**src/rtl/ram_dp_clr.sv**
```systemverilog
// ram_dp_clr: simple-dual-port RAM with a per-lane write mask, a registered
// read port with a valid strobe, a selectable read-during-write mode and a
// multi-cycle clear sweep that empties the array without asserting reset.
//
// Parameters
//   ADDR_W : address width, DEPTH = 1 << ADDR_W words
//   DATA_W : word width (multiple of LANE_W)
//   LANE_W : mask lane width, NL = DATA_W / LANE_W lanes
//   BYPASS : 1 = same-address read-during-write returns merged new word,
//            0 = returns the pre-write word
//
// Ports
//   clk, reset        : rising-edge clock, asynchronous active-high reset
//   wr_en/addr/data   : write request, address and data
//   wr_mask[NL-1:0]   : lane enables, bit i covers data[i*LANE_W +: LANE_W]
//   rd_en/rd_addr     : read request and address
//   rd_data, rd_valid : registered read data and one-cycle valid strobe
//   clr               : clear-sweep request
//   busy              : high while the clear sweep runs
module ram_dp_clr #(
  parameter int ADDR_W = 4,
  parameter int DATA_W = 8,
  parameter int LANE_W = 4,
  parameter int BYPASS = 1
) (
  input  logic                       clk,
  input  logic                       reset,
  input  logic                       wr_en,
  input  logic [ADDR_W-1:0]          wr_addr,
  input  logic [DATA_W-1:0]          wr_data,
  input  logic [DATA_W/LANE_W-1:0]   wr_mask,
  input  logic                       rd_en,
  input  logic [ADDR_W-1:0]          rd_addr,
  output logic [DATA_W-1:0]          rd_data,
  output logic                       rd_valid,
  input  logic                       clr,
  output logic                       busy
);

  localparam int DEPTH = 1 << ADDR_W;
  localparam int NL    = DATA_W / LANE_W;
  localparam logic [ADDR_W-1:0] LAST_ADDR = {ADDR_W{1'b1}};

  typedef enum logic [0:0] {
    ST_IDLE  = 1'b0,
    ST_CLEAR = 1'b1
  } state_t;

  state_t              state_r;
  logic [ADDR_W-1:0]   ptr_r;
  logic [DATA_W-1:0]   mem_r [DEPTH];
  logic [DATA_W-1:0]   rd_data_r;
  logic                rd_valid_r;
  logic                busy_r;

  logic [DATA_W-1:0]   old_word_s;
  logic [DATA_W-1:0]   merged_s;
  logic [DATA_W-1:0]   rd_word_s;
  logic                idle_s;
  logic                wr_go_s;
  logic                rd_go_s;
  logic                collide_s;

  // Replace the enabled lanes of old_word with the matching lanes of new_word.
  function automatic logic [DATA_W-1:0] lane_merge(
    input logic [DATA_W-1:0] old_word,
    input logic [DATA_W-1:0] new_word,
    input logic [NL-1:0]     mask
  );
    logic [DATA_W-1:0] res;
    res = old_word;
    for (int i = 0; i < NL; i++) begin
      if (mask[i]) begin
        res[i*LANE_W +: LANE_W] = new_word[i*LANE_W +: LANE_W];
      end else begin
        res[i*LANE_W +: LANE_W] = old_word[i*LANE_W +: LANE_W];
      end
    end
    return res;
  endfunction

  assign idle_s     = (state_r == ST_IDLE);
  // A clear request on the same edge wins over the write, which is dropped.
  assign wr_go_s    = idle_s & wr_en & ~clr;
  assign rd_go_s    = idle_s & rd_en;
  assign old_word_s = mem_r[wr_addr];
  assign merged_s   = lane_merge(old_word_s, wr_data, wr_mask);
  assign collide_s  = wr_go_s & (wr_addr == rd_addr) & (BYPASS != 0);
  assign rd_word_s  = collide_s ? merged_s : mem_r[rd_addr];

  assign rd_data  = rd_data_r;
  assign rd_valid = rd_valid_r;
  assign busy     = busy_r;

  // Control FSM, memory array, sweep pointer and registered outputs.
  always_ff @(posedge clk or posedge reset) begin
    if (reset) begin
      state_r    <= ST_IDLE;
      ptr_r      <= '0;
      rd_data_r  <= '0;
      rd_valid_r <= 1'b0;
      busy_r     <= 1'b0;
      for (int i = 0; i < DEPTH; i++) begin
        mem_r[i] <= '0;
      end
    end else begin
      case (state_r)
        ST_IDLE: begin
          if (wr_go_s) begin
            mem_r[wr_addr] <= merged_s;
          end
          if (rd_go_s) begin
            rd_data_r  <= rd_word_s;
            rd_valid_r <= 1'b1;
          end else begin
            rd_valid_r <= 1'b0;
          end
          if (clr) begin
            state_r <= ST_CLEAR;
            busy_r  <= 1'b1;
            ptr_r   <= '0;
          end
        end
        ST_CLEAR: begin
          // One word per edge; the pointer wraps naturally after LAST_ADDR.
          mem_r[ptr_r] <= '0;
          ptr_r        <= ptr_r + 1'b1;
          rd_valid_r   <= 1'b0;
          if (ptr_r == LAST_ADDR) begin
            state_r <= ST_IDLE;
            busy_r  <= 1'b0;
          end
        end
        default: begin
          state_r    <= ST_IDLE;
          ptr_r      <= '0;
          rd_valid_r <= 1'b0;
          busy_r     <= 1'b0;
        end
      endcase
    end
  end

endmodule

```
**config.mk**
```make
export PLATFORM = sky130hd
export DESIGN_NAME = ram_dp_clr
export DESIGN_NICKNAME = d
export VERILOG_FILES = /design/src/rtl/ram_dp_clr.sv
export SDC_FILE = /design/constraint.sdc
export NUM_CORES = 1
export LEC_CHECK = 0
export BUFFER_PORTS_ARGS = -buffer_cell sky130_fd_sc_hd__buf_2
export CAP_MARGIN = 20
export CORE_MARGIN = 10
export CORE_UTILIZATION = 55
export CTS_BUF_LIST = sky130_fd_sc_hd__clkbuf_16
export CTS_CLUSTER_SIZE = 10
export DETAILED_ROUTE_END_ITERATION = 8
export PLACE_DENSITY = 0.79
export SKIP_LAST_GASP = 1
export SLEW_MARGIN = 25
export SYNTH_ARGS = -nofsm -noshare
export SYNTH_HDL_FRONTEND = slang
export SYNTH_SLANG_ARGS = --single-unit
```
**constraint.sdc**
```tcl
create_clock -name clk -period 4.8 [get_ports clk]
set_clock_uncertainty 0.1 [all_clocks]
set_input_delay 0.48 -clock clk [delete_from_list [all_inputs] [get_ports clk]]
set_output_delay 0.48 -clock clk [all_outputs]
set_load 0.005 [all_outputs]
```
==> Word-level counts from Yosys, hierarchy flattened <==
Cells that the tools add are included.
{ "op_classes": {"n_eq_ne": 5, "n_lt_le_gt_ge": 5, "n_mul": 0, "shifts": 0, "mux": 26, "n_reduce_logical": 4, "addsub": 1, "div": 0, "bitwise": 11} }
{ "op_table": {"columns": ["cell", "count"], "rows": [
  ["128-bit one-hot mux with 2 select lines", 1],
  ["128-bit bitwise AND", 1],
  ["128-bit bitwise mux", 1],
  ["128-bit 2-to-1 mux", 1],
  ["128-bit inverter", 1],
  ["8-bit binary-select mux with 4-bit select", 2],
  ["8-bit demux with 4-bit select", 2],
  ["8-bit 2-to-1 mux", 7],
  ["5-bit greater-or-equal comparator (second input constant)", 3],
  ["4-bit inverter with 5-bit output", 3],
  ["4-bit 2-to-1 mux", 3],
  ["5-bit by 1-bit < comparator with 1-bit output (second input constant)", 2],
  ["4-bit one-hot mux with 2 select lines", 1],
  ["1-bit one-hot mux with 2 select lines", 3],
  ["1-bit 2-to-1 mux", 5],
  ["4-bit by 1-bit adder with 4-bit output (second input constant)", 1],
  ["1-bit bitwise AND", 4],
  ["4-bit equality test", 1],
  ["4-bit equality test (second input constant)", 1],
  ["2-bit by 1-bit != test with 1-bit output (second input constant)", 2],
  ["2-bit AND reduction", 2],
  ["1-bit logical AND", 2],
  ["2-bit != test (second input constant)", 1],
  ["1-bit inverter", 2]
]} }
{ "totals": {"romBits": 0, "mem_count": 0, "regBits": 143, "input_bits": 23, "elab_cells": 73, "latch_bits": 0, "mem_bits_rw": 0} }

==> Longest topological paths before layout <==
Gate-level depths: netlist of the first run.
{ "logic_depth": {"depth_word": 8, "mapped_depth": 9} }

==> Worst setup path before layout of the first run <==
OpenSTA, ideal clock, no wires.
{ "synth_path": {"kind": "input -> register", "startpoint": "in wr_addr[3]", "endpoint": "reg mem_r[124] in the netlist's numbering", "n_path_buf": 3, "required_ns": 4.579, "setup_slack_ns": 2.486, "path_stages": 8, "arrival_ns": 2.093, "cell_sequence": "buf_4 -> mux4_2 -> nor2_1 -> a2111oi_0 -> o41a_1 -> buf_2 -> buf_6 -> a22o_1"} }
{ "synth_via": {"elab_chain_cells": 8} }
{ "synth_rtl": {"columns": ["element", "line_no", "text"], "rows": [
  ["start: declaration", "29", "input logic [ADDR_W-1:0] wr_addr,"],
  ["4-bit inverter with 5-bit output (implied by the code) (*)", "86, 110", null],
  ["5-bit greater-or-equal comparator (implied by the code) (tied with other cells)", "110", "mem_r[wr_addr] <= merged_s;"],
  ["1-bit logical AND (implied by the code) / 8-bit 2-to-1 mux (equally long branches)", "110, 86", null],
  ["8-bit 2-to-1 mux, on equally long branches", "110, 86", null],
  ["8-bit demux with 4-bit select / 4-bit 2-to-1 mux (equally long branches)", "110, 73", null],
  ["128-bit bitwise mux (*)", "110", null],
  ["128-bit 2-to-1 mux (*)", "109", "if (wr_go_s) begin"],
  ["128-bit one-hot mux with 2 select lines (*)", "107", "case (state_r)"],
  ["end signal: indexed assignment", "110", null],
  ["end: declaration", "51", "logic [DATA_W-1:0] mem_r [DEPTH];"]
]} }
Mark *: on every way between the ends. The rest lies on a longest branch, timed or not. The select of a mux whose other input is x is not followed.
A chain may end at the register's enable or synchronous reset.

==> Worst setup path in the final report of the first run <==
{ "layout_path": {"startpoint": "in wr_addr[1]", "endpoint": "reg mem_r[4] in the netlist's numbering"} }
Same word-level chain as after synthesis.

==> out/metrics.yaml, run 1 <==
global_routing:
  gr-total-overflow: 0
  grt_util_met1_pct: 30.4
  gr-max-usage-layer: "met2"
  grt_first_pass_wirelength_um: 36400
  met2_usage_pct: 35.3
  grt_pass1_vias: 6235
  grt_max_degree: 115
  use_met3_pct: 8.56
  grt_antenna_before_repair: 0
  grt_usage_pct: 24.1
setup_path:
  cpPeakStageDelay_ns: 0.76
  crit_path_end_kind: "flop"
  rr_startpoint: "state_r"
  reg2reg_slack_ns: 2.02
  cp_num_buf_inv: 2
  cp.required_ns: 5.07
  crit_start: "wr_addr[1]"
  slowest_stage: "buf_2"
  path_max_fanout: 34
  startpoint_type: "primary input"
  path_delay_family: "compound AO/OA/AOI/OAI gates"
  crit_chain: "buf_2, buf_4, nor2_1, a2111oi_0, o41a_1, a22o_1"
  cp.arrival_ns: 3.28
  worstSetupPathType: "primary input to flop"
routing:
  drc: 0
  ant_nets: 0
  vias_per_cell: 7.53
  drt_iter0_markers: 1053
  wire_per_inst_um: 28.5
  num_vias: 6124
  wirelength_um: 23100
  first_pass_iters: 5
flow_run:
  maxCapViolCount: 0
timing:
  setup_viol: 0
  final.min_clock_period_ns: 3.00
  tns_ns: 0
  relSlewSlack_pct: 22.9
  rsz0062_at_grt: "no"
  timing_hold_violations_final: 0
  worst_slack_ns: 1.80
  tightest_slew_ns: 1.16
  max_clock_freq_mhz: 333
  maxSlewViolCount: 0
  post-route-period-util_pct: 62.6
final_layout:
  antenna_cells: 0
  stdcell_area_mm2: 0.00849
  final_cell_mix: "dfrtp_1 (143), a22o_1 (122), mux2i_1 (55)"
  fin_nets: 647
  final_common_cell: "dfrtp_1"
  drive_gt1_share_pct: 20.1
  area_growth_pct: 10.1
  n_fill_cell: 1029
synthesis:
  synth_cell_types: 44
  yosysTopAreaCell: "dfrtp_1"
  yosysWarnings: 0
  ys_ff_latch: 143
  syn_avg_cell_area_um2: 12.6
  synth_area_mm2: 0.00772
  async_flop_share_pct: 100
  synth_edf_count: 0
  yosysSeqAreaShare_pct: 46.4
  synthFlopType: "dfrtp_1"
  synth_top_area_share_pct: 46.4
  syn_nets: 639
  synthCells: 612
  synthTopCellsByArea: "dfrtp_1 (46%), a22o_1 (14%), mux4_2 (12%), mux2i_1 (7.1%), a21oi_1 (2.0%)"
clock_network:
  cts_sinks: 143
  ctsHtreeMaxLevel: 4
  cts_setup_buffers: 0
  cts_tree: "yes"
  cts-root-buf: "clkbuf_16"
  cts.clk_slew.worst_paths_ns: 0.06
  cts_hold_buf: 0
  clk_latency_ns: 0.44
  cts_resized: 0
  cts.path.max_buffers: 2
  numCtsBuffers: 17
placement:
  port_buffers: 32
  dp_hpwl_um: 14800
  post_dp_cell_area_mm2: 0.00787
  place_congestion: 0.958
  post-place-ws_ns: 1.40
power_and_ir_drop:
  vdd_drop_max_mv: 0.321
  leakage_nw: 3.82
  power.density_mw_per_mm2: 421
floorplanning:
  fp.dieH_um: 138
  start_util_pct: 55.8
  dieArea_mm2: 0.0192
  coreArea_mm2: 0.0138
  ios: 33
  rows: 43
  fp.dieW_um: 138
min_path:
  hold_class: "primary input to asynchronous set/reset pin"
status:
  status: "finished, final reports clean"
[cell type report]
cell class	instances	area [um2]	share of cell area, %
multi-input cells	415	3850	45.3
flip-flops and latches	143	3580	42.1
clock buffers	17	425	5.01
well taps	180	225	2.65
repair buffers	36	193	2.27
clock inverters	15	191	2.25
inverters	7	33.8	0.398
[routing by layer]
| layer | wire length (um) | share of wire [%] |
|---|---|---|
| met2 | 10400 | 45 |
| met5 | 0 | 0 |
| met3 | 2770 | 12 |
| met1 | 8760 | 38 |
| met4 | 1170 | 5.1 |
[synthesized netlist by cell type, types with 2 or more instances]
master	number
and2_1	8
a2bb2oi_1	6
and3_1	4
a211o_1	6
o22a_1	6
nand3b_1	2
nor3_2	3
buf_6	8
xor2_1	3
a221o_1	2
a2111oi_0	9
mux2i_1	55
dfrtp_1	143
a21oi_1	31
o21ai_0	8
buf_1	2
ha_1	4
o22ai_1	17
clkbuf_1	12
a211oi_1	9
nand2b_1	4
a211oi_2	6
nand3_1	4
inv_1	7
buf_2	23
a22o_1	122
a21oi_2	7
nor3_1	2
nand2_1	10
nor2_1	24
buf_4	2
mux4_2	40
nor2b_1	12
[path summary, 6_finish.rpt]
kind	end	cells past startpoint
max in group asynchronous	ptr_r[2]	3
worst max register to register	mem_r[116]	5
worst min register to register	mem_r[73]	1
min in group clk	ptr_r[1]	2
worst min-delay path	mem_r[120]	2
worst max-delay path	mem_r[4]	6
[logic make-up (layout without fill, tap and decap cells)]
| family | after synthesis | in the layout | synth area share, % |
|---|---|---|---|
| xor+xnor | 4 | 4 | 0.454 |
| flops | 143 | 143 | 46.4 |
| buf+inv | 54 | 75 | 3.88 |
| compound gates | 234 | 234 | 24.2 |
| simple gates | 77 | 77 | 5.45 |
| fa+ha+maj | 4 | 4 | 0.649 |
| mux | 96 | 96 | 19.0 |
[sequential cells by signal, indices dropped and copies added (netlist names)]
signal	flops
busy	1
rd_valid	1
state_r	1
mem_r	128
rd_data	8
ptr_r	4
[per-stage QoR]
stage	util, %	power, mW	std cells	hold slack, ns
floorplan	-	1.91	612	0.375
global placement	56.9	2.14	781	0.394
detailed placement	56.9	2.17	781	0.402
CTS	61.4	3.56	813	0.210
global route	61.4	3.71	813	0.147
finish	61.4	3.57	813	0.0786
[worst register-to-register path, stage by stage, from the launching register on]
cell and delay, ns:
dfrtp_1 0.58, nor2_1 0.27, nand2_1 0.15, nor2_1 0.76
a21oi_1 0.45, a22o_1 0.36
[report_power, final]
| part | leakage [nW] | internal, mW | switching, mW |
|---|---|---|---|
| clock | 0.297 | 0.866 | 0.536 |
| combinational | 1.55 | 0.271 | 0.440 |
| sequential | 1.98 | 1.33 | 0.128 |
(Power assumes the default switching activity.)
==> inputs of run 2 (changes only) <==
Settings changed: ABC_AREA set to 1, PLACE_DENSITY 0.79 to 0.82.
Clock period 4.8 ns to 2.5 ns, I/O delays scaled along.
==> run 2 against run 1 <==
Net effect:
- final area rose by 33%
- non-clock buffer count rose by 57
- critical endpoint is now mem_r[44]
- critical path type is now flop to flop
- count of clock-buffer cells in the layout did not move
- via count up 96%
- register-to-register slack got worse by 1.9 ns
- flip-flop and latch count stayed put
- area after synthesis grew 32%
- combinational power grew to 9.3 times the previous value
- setup slack got worse by 1.7 ns
- sequential share of layout area decreased by 10 points
- clock power is 80% higher
==> out/metrics.yaml, run 2 <==
status:
  status: "finished, final reports clean"
clock_network:
  cts.clk_slew.worst_paths_ns: 0.06
  cts_tree: "yes"
  ctsHtreeMaxLevel: 4
  clk_latency_ns: 0.44
  cts-root-buf: "clkbuf_16"
  cts.path.max_buffers: 2
  cts_sinks: 143
  numCtsBuffers: 17
  cts_setup_buffers: 0
global_routing:
  grt_pass1_vias: 10939
  gr-total-overflow: 0
  grt_first_pass_wirelength_um: 63100
  grt_antenna_before_repair: 0
  grt_max_degree: 144
  grt_usage_pct: 33.1
timing:
  post-route-period-util_pct: 94.9
  rsz0062_at_grt: "no"
  timing_hold_violations_final: 0
  final.min_clock_period_ns: 2.37
  tns_ns: 0
  whs_ns: 0.0272
  relSlewSlack_pct: 39.5
  setup_viol: 0
  max_clock_freq_mhz: 421
  maxSlewViolCount: 0
  tightest_slew_ns: 0.908
routing:
  drt_iter0_markers: 2099
  drc: 0
  first_pass_iters: 7
  vias_per_cell: 6.46
  num_vias: 11995
  wirelength_um: 41000
  ant_nets: 0
  wire_per_inst_um: 22.1
synthesis:
  synthTopCellsByArea: "dfrtp_1 (35%), nand2_1 (16%), nand3_1 (11%), nor2_1 (8.6%), a31oi_1 (7.4%)"
  synthCells: 1583
  synthFlopType: "dfrtp_1"
  synth_common_cells: "nand2_1 (437), nor2_1 (233), nand3_1 (230), dfrtp_1 (143), a21oi_1 (130)"
  async_flop_share_pct: 100
  ys_ff_latch: 143
  syn_avg_cell_area_um2: 6.41
  synth_top_area_share_pct: 35.3
  synth_area_mm2: 0.0102
  syn_nets: 1610
  yosysSeqAreaShare_pct: 35.3
  synth_edf_count: 0
  synth.most_common_cell: "nand2_1"
  yosysWarnings: 0
  synth_cell_types: 33
  yosysTopAreaCell: "dfrtp_1"
final_layout:
  largest_reg_flops: 128
  area_growth_pct: 11.3
  fin_nets: 1642
  drive_gt1_share_pct: 10.7
  antenna_cells: 0
  final_cell_mix: "nand2_1 (437), nor2_1 (233), nand3_1 (230)"
  final_common_cell: "nand2_1"
  regMostFlops: "mem_r"
placement:
  dp_hpwl_um: 28200
  place_congestion: 1.10
  port_buffers: 32
setup_path:
  path_max_fanout: 53
  reg2reg_slack_ns: 0.13
  worstSetupPathType: "flop to flop"
  r2r_cells: 5
  cp.required_ns: 2.72
  cp.arrival_ns: 2.59
  startpoint_type: "flop"
  rr_startpoint: "state_r"
  timing.rr.end: "mem_r[44]"
  crit_path_end_kind: "flop"
floorplanning:
  ios: 33
  fp.dieH_um: 156
  coreArea_mm2: 0.0181
  start_util_pct: 56.1
  rows: 49
  fp.dieW_um: 156
  dieArea_mm2: 0.0243
power_and_ir_drop:
  netSwitchingFraction_pct: 47.4
  seqPwrFrac_pct: 33.9
  combPwrFrac_pct: 47.8
  leakage_nw: 5.53
  clock_power_share_pct: 18.3
  switching_power_mw: 6.54
  vdd_drop_max_mv: 0.720
  power.density_mw_per_mm2: 1220
  internal-power_mw: 7.24
min_path:
  hold_depth: 3
  hold_class: "primary input to flop"
  hp-start: "clr"
  min_to: "state_r"
flow_run:
  maxCapViolCount: 0
-- run 2: worst max path at each step --
stage,cells after the start,slack [ns],from,end
2_1_floorplan,1,0.36,reset,busy
3_3_place_gp,11,0.11,wr_addr[0],mem_r[72]
3_5_place_dp,11,0.05,wr_addr[0],mem_r[72]
4_1_cts,5,0.24,state_r,mem_r[44]
5_1_grt,7,0.02,state_r,mem_r[106]
6_report,5,0.13,state_r,mem_r[44]
-- run 2: power by group through the flow --
stage	clock network (mW)	logic, mW	registers, mW
4_1_cts	2.52	6.37	4.62
6_report	2.52	6.58	4.68
2_1_floorplan	0	4.69	4.24
3_3_place_gp	0	6.12	4.58
3_5_place_dp	0	6.32	4.64
5_1_grt	2.61	7.24	4.81
-- run 2: cell type report --
class | count | area, um2
fillers | 1680 | 6790
multi-input cells | 1225 | 5670
flip-flops and latches | 143 | 3580
repair buffers | 93 | 683
inverters | 135 | 515
clock buffers | 17 | 425
well taps | 229 | 287
clock inverters | 15 | 135
-- run 2: cell families (layout without fill, tap and decap cells) --
group           Yosys count  count (layout)  synth area share [%]
simple gates            935             935                  38.8
compound gates          284             284                  16.3
flops                   143             143                  35.3
xor+xnor                  2               2                 0.173
buf+inv                 215             260                  8.96
fa+ha+maj                 4               4                 0.493
-- run 2: routing by layer --
| layer | global-route usage [%] | vias to the layer above | part of all wire (%) |
|---|---|---|---|
| met5 | 0 | - | 0 |
| met4 | 13.9 | 0 | 5.1 |
| met3 | 11.6 | 179 | 15 |
| met2 | 48.2 | 1032 | 42 |
| met1 | 43.8 | 5462 | 38 |
| li1 | - | 5322 | - |
-- run 2: worst max-delay path, cell delays in order (launching register included) --
cell and delay (ns):
dfrtp_4 0.56, buf_4 0.34, o21ai_1 0.65, inv_1 0.32, nor2_1 0.20, a21oi_1 0.06
-- run 2: what timing repair did --
item	CTS	global route
hold endpoints to repair	3	0
resized for setup	0	1
hold buffers	1	0
setup endpoints to repair	0	2
-- run 2: stage by stage --
| step | std cells | total power [mW] | setup WS [ns] | utilization (%) | instance area [um2] |
|---|---|---|---|---|---|
| 6_report | 1857 | 13.8 | 0.127 | 62.5 | 11300 |
| 2_1_floorplan | 1583 | 8.93 | 0.359 | - | 10200 |
| 3_3_place_gp | 1824 | 10.7 | 0.108 | 59.3 | 10700 |
| 3_5_place_dp | 1824 | 11.0 | 0.0491 | 59.3 | 10700 |
| 5_1_grt | 1857 | 14.7 | 0.0244 | 62.5 | 11300 |
| 4_1_cts | 1857 | 13.5 | 0.237 | 62.4 | 11300 |
